[src/rtl/halfperiod_meter.sv]
// Measures the half-period of an asynchronous square wave in clk_i cycles and
// reports it as a divider terminal value (half-period minus 1).
module halfperiod_meter #(
  parameter int N = 8
) (
  input  logic         clk_i,
  input  logic         reset,
  input  logic         sig_i,
  input  logic         enable_i,
  output logic [N-1:0] maxval_o,
  output logic         valid_o,
  output logic         locked_o,
  output logic         timeout_o
);

  typedef enum logic {IDLE, MEASURE} state_t;

  localparam logic [N-1:0] CTR_MAX = '1;
  localparam logic [N-1:0] CTR_ONE = {{(N-1){1'b0}}, 1'b1};

  state_t       r_state, w_stateNext;
  logic         r_sync1, r_sync2, r_hist;
  logic         w_edge;
  logic [N-1:0] r_ctr, w_ctrNext;
  logic [N-1:0] r_maxval, w_maxvalNext;
  logic         r_valid, w_validNext;
  logic         r_locked, w_lockedNext;
  logic         r_timeout, w_timeoutNext;
  logic         r_haveMeas, w_haveMeasNext;

  // The synchronizer ignores enable_i so re-enabling never sees a stale edge.
  always_ff @(posedge clk_i) begin
    if (reset) begin
      r_sync1 <= 1'b0;
      r_sync2 <= 1'b0;
      r_hist  <= 1'b0;
    end else begin
      r_sync1 <= sig_i;
      r_sync2 <= r_sync1;
      r_hist  <= r_sync2;
    end
  end

  assign w_edge = r_sync2 ^ r_hist;

  always_ff @(posedge clk_i) begin
    if (reset) begin
      r_state    <= IDLE;
      r_ctr      <= '0;
      r_maxval   <= '0;
      r_valid    <= 1'b0;
      r_locked   <= 1'b0;
      r_timeout  <= 1'b0;
      r_haveMeas <= 1'b0;
    end else begin
      r_state    <= w_stateNext;
      r_ctr      <= w_ctrNext;
      r_maxval   <= w_maxvalNext;
      r_valid    <= w_validNext;
      r_locked   <= w_lockedNext;
      r_timeout  <= w_timeoutNext;
      r_haveMeas <= w_haveMeasNext;
    end
  end

  // An edge coinciding with a full counter is still a valid measurement.
  always_comb begin
    w_stateNext    = r_state;
    w_ctrNext      = r_ctr;
    w_maxvalNext   = r_maxval;
    w_validNext    = 1'b0;
    w_lockedNext   = r_locked;
    w_timeoutNext  = r_timeout;
    w_haveMeasNext = r_haveMeas;

    if (!enable_i) begin
      w_stateNext    = IDLE;
      w_ctrNext      = '0;
      w_lockedNext   = 1'b0;
      w_haveMeasNext = 1'b0;
    end else begin
      case (r_state)
        IDLE: begin
          w_ctrNext = '0;
          if (w_edge) w_stateNext = MEASURE;
        end
        MEASURE: begin
          if (w_edge) begin
            w_maxvalNext   = r_ctr;
            w_validNext    = 1'b1;
            w_lockedNext   = (r_ctr == r_maxval) && r_haveMeas;
            w_haveMeasNext = 1'b1;
            w_timeoutNext  = 1'b0;
            w_ctrNext      = '0;
          end else if (r_ctr == CTR_MAX) begin
            w_stateNext    = IDLE;
            w_ctrNext      = '0;
            w_timeoutNext  = 1'b1;
            w_lockedNext   = 1'b0;
            w_haveMeasNext = 1'b0;
          end else begin
            w_ctrNext = r_ctr + CTR_ONE;
          end
        end
      endcase
    end
  end

  assign maxval_o  = r_maxval;
  assign valid_o   = r_valid;
  assign locked_o  = r_locked;
  assign timeout_o = r_timeout;

endmodule

[config.mk]
export PLATFORM = sky130hd
export DESIGN_NAME = halfperiod_meter
export DESIGN_NICKNAME = d
export VERILOG_FILES = /design/src/rtl/halfperiod_meter.sv
export SDC_FILE = /design/constraint.sdc
export NUM_CORES = 1
export LEC_CHECK = 0
export CAP_MARGIN = 20
export CORE_AREA = 2 2 49 96
export CTS_CLUSTER_DIAMETER = 60
export DETAILED_ROUTE_END_ITERATION = 16
export DIE_AREA = 0 0 51 98
export PLACE_DENSITY_LB_ADDON = 0.12
export SKIP_LAST_GASP = 1
export SYNTH_ARGS = -nofsm -noshare
export SYNTH_HDL_FRONTEND = slang
export SYNTH_SLANG_ARGS = --single-unit
[constraint.sdc]
create_clock -name clk_i -period 3.9 [get_ports clk_i]
set_input_delay 0.585 -clock clk_i [delete_from_list [all_inputs] [get_ports clk_i]]
set_output_delay 0.585 -clock clk_i [all_outputs]
set_load 0.005 [all_outputs]
# Word-level counts from Yosys, hierarchy flattened
# Index checks and enable logic that the tools add are counted.
[classes] mux=12 addsub=1 n_eq_ne=2 n_reduce_logical=7 n_bitwise=3
[op_table] op="2-to-1 mux 8 bit" count=2
[op_table] op="case mux 8 bit (2 select lines)" count=1
[op_table] op="adder 8 x 1 -> 8 bit, second input constant" count=1
[op_table] op="equality test 8 bit" count=1
[op_table] op="equality test 8 bit, second input constant" count=1
[op_table] op="2-to-1 mux 1 bit" count=8
[op_table] op="AND reduction 3 bit" count=2
[op_table] op="OR reduction 3 bit" count=1
[op_table] op="inverter 1 bit" count=2
[op_table] op="case mux 1 bit (2 select lines)" count=1
[op_table] op="AND reduction 2 bit" count=1
[op_table] op="nonzero test 2 bit" count=1
[op_table] op="OR reduction 2 bit" count=1
[op_table] op="logical AND 1 bit" count=1
[op_table] op="XOR 1 bit" count=1
[totals] register_bits=24 elab_cells=35

# Depth between registers and ports, before layout
[logic_depth] word_depth=4 depth_mapped=6 depth_no_buf=5

# Worst setup path after synthesis
# OpenSTA, ideal clock, no wires.
[synth_timing] kind="input to register" from="input reset" to="register r_ctr[3]" arrival_time_ps=1313 cell_stages=4 setup_time_ps=64 slack_ps=2523 path_buffers=1 path_cell_list="nand2b_1 or3_1 buf_2 nor2_1"
[synth_via] elab_chain_cells=1
[synth_rtl] element="start: declaration" line_no="7" rtl="input logic reset,"
[synth_rtl] element="OR reduction 2 bit (no line)"
[synth_rtl] element="end signal: assignment" line_no="57" rtl="r_ctr <= w_ctrNext;"
[synth_rtl] element="end: declaration" line_no="24" rtl="logic [N-1:0] r_ctr, w_ctrNext;"
# Every way passes these cells.
# A chain may end at the register's enable or synchronous reset.

# Final worst setup path
# Ends and elaborated chain as after synthesis.

==> summary.md <==
| Metric | Value |
|---|---|
| Status | `finished clean` |
| Pins Over Slew Limit | `0` |
| Ratio of cells with drive above 1 in the final layout | `5.17%` |
| Die Y | `98 um` |
| RSZ-0062 raised after global routing | `false` |
| Top delay family on crit path | `simple AND/OR/NAND/NOR gates` |
| FILL cells | `472` |
| Post-route cell area | `1240 um^2` |
| CP bufs+invs | `1` |
| Final wirelength | `2060 um` |
| Post-DP Area | `1170 um^2` |
| Inserted Clock Buffers | `3` |
| Total global-route track usage | `9.28%` |
| Worst path max stage delay | `680 ps` |
| Flops & latches, synth | `24` |
| Leak Pwr | `0.467 nW` |
| CTS max path bufs | `2` |
| Transition time of the tightest slew-check pin | `597 ps` |
| CP max-delay cell | `clkdlybuf4s50_1` |
| Period utilisation layout | `52.3%` |
| R2r startpoint | `r_ctr[0]` |
| Power density cells | `384 nW/um^2` |
| Setup CP Type | `in2reg` |
| EDFF count, synth | `0` |
| Setup TNS | `0 ps` |
| DRC viols | `0` |
| Root buf cell | `clkbuf_8` |
| RR Endpoint | `r_ctr[3]` |
| Crit path DAT | `2240 ps` |
| First-pass DRT Iterations | `4` |
| Max_slew headroom | `60.1%` |
| Initial DRC Count | `22` |
| Worst path required time | `4100 ps` |
| Vias in the first global route | `713` |
| Post-CTS Resized | `0` |
| Rows | `34` |
| F_max | `490 MHz` |
| Path depth of the worst reg2reg path | `5` |
| Worst Setup SP | `reset` |
| Post-layout min period | `2040 ps` |
| Hold path endpoint | `r_sync2` |
| CTS Hold Buffers Added | `0` |
| Clk_lat worst skew | `260 ps` |
| Global-route wire length before repair | `3530 um` |
| Syn_area_per_cell | `9.47 um^2` |
| DP Wirelength | `1550 um` |
| HP Start | `r_sync1` |
| Worst-path fanout max | `14` |
| Antenna Nets Post-Route | `0` |
| Top_reg_cell synth | `dfxtp_1` |
| Die footprint | `5000 um^2` |
| Congestion Overflow GR | `0` |
| # IOs | `15` |
| Async set-or-reset flop fraction in the synthesized netlist | `0%` |
| Endpoints failing setup | `0` |
| IO buf count | `14` |
| Total core area | `4300 um^2` |
| Yosys cell types | `25` |
| Worst min-delay path class | `reg2reg` |
| Worst VDD drop | `0.000183 V` |
| ANT cells | `0` |
| R2R setup slack | `2300 ps` |
| Final nets | `122` |
| Initial antenna violation count | `0` |
| Critical Path Sink Type | `register` |
| Sequential share of the synthesized area | `48.8%` |
| Non-Filler Instances | `170` |
| Largest net degree at the start of global routing | `15` |
| Max Cap Violations | `0` |
| Startpoint types | `primary input` |
| Drt wl/cell | `12.1 um` |
| Post-synthesis cell area | `985 um^2` |
| # Post-CTS Setup Buffers | `0` |
| Synth warn | `0` |
| Via count | `728` |
| # H-tree levels | `1` |
| CTS clk-pin slew, worst paths | `90 ps` |
| Worst Hold Depth | `1` |
| Commonest non-fill, non-tap cell in the layout | `dfxtp_1` |
| Synthesized instance count | `104` |
| GP Congestion | `0.693` |
| Area growth syn-to-layout | `25.8%` |
| Die width | `51 um` |
| CP cell instances | `clkdlybuf4s50_1 -> nand2b_1 -> or3_1 -> nor2_1` |
| DR vias/cell | `4.28` |
| Final Hold Fails | `0` |
| CTS tree | `built` |
| Commonest non-fill, non-tap cells in the layout | `24 x dfxtp_1, 18 x nor2_1, 14 x clkdlybuf4s50_1, 9 x xnor2_1` |
| Clock skew | `4.08 ps` |
| Clock sink count | `24` |
| Placed insts | `166` |
| Initial Utilization | `22.9%` |
| Syn Nets | `109` |
## where the power goes
| part | switching, mW | total (mW) | internal [mW] |
|---|---|---|---|
| clock network | 0.0801 | 0.217 | 0.137 |
| registers | 0.00138 | 0.248 | 0.247 |
| logic | 0.00597 | 0.0110 | 0.00508 |
## how the worst max path moves through the flow
stage / endpoint / slack [ps] / depth (start not counted)
CTS: r_ctr[3] / 1840 / 4
finish: r_ctr[3] / 1860 / 4
global placement: r_ctr[6] / 1580 / 4
detailed placement: r_ctr[3] / 1570 / 4
global route: r_ctr[3] / 1720 / 4
floorplan: r_ctr[3] / 2520 / 4
## metal layers
| layer | vias to the layer above | global-route usage (%) | share of wire (%) |
|---|---|---|---|
| met4 | 0 | 3.74 | 1.1 |
| met2 | 7 | 16.2 | 55 |
| met1 | 351 | 10.6 | 40 |
| met3 | 2 | 1.99 | 3.0 |
| met5 | - | 0 | 0 |
| li1 | 368 | - | - |
## cells in the mapped netlist (2+ instances only)
library cell,n,area [um^2]
a21oi_1,2,10.0
clkbuf_1,4,15.0
xor2_1,5,43.8
xnor2_1,9,78.8
nor2b_1,4,25.0
inv_1,2,7.51
nor2_1,18,67.6
buf_2,2,10.0
mux2i_1,8,80.1
nand4_1,4,25.0
nand3_1,8,40.0
nand2_1,2,7.51
dfxtp_1,24,480
## per-stage QoR
step	util (%)	hold WS [ps]	setup WS (ps)	power [mW]
floorplan	-	414	2520	0.259
global placement	27.2	442	1580	0.265
detailed placement	27.2	450	1570	0.265
CTS	28.8	465	1840	0.484
global route	28.8	485	1720	0.499
finish	28.8	458	1860	0.476
## cell type report
| cell class | count | area [um^2] | share of cell area (%) |
|---|---|---|---|
| sequential | 24 | 480 | 38.8 |
| multi-input combinational | 72 | 472 | 38.1 |
| timing repair buffer | 14 | 140 | 11.3 |
| tap | 54 | 67.6 | 5.45 |
| clock buffer | 3 | 41.3 | 3.33 |
| clock inverter | 1 | 30.0 | 2.42 |
| inverter | 2 | 7.51 | 0.606 |
## logic make-up after synthesis
group           Yosys count  synth area share (%)
xor+xnor                 15                  14.1
buf+inv                   8                  3.30
flops                    24                  48.8
simple gates             43                  21.7
fa+ha+maj                 1                  1.27
mux                       8                  8.13
compound gates            5                  2.67
Note: power is estimated with default switching activity, not from simulation.
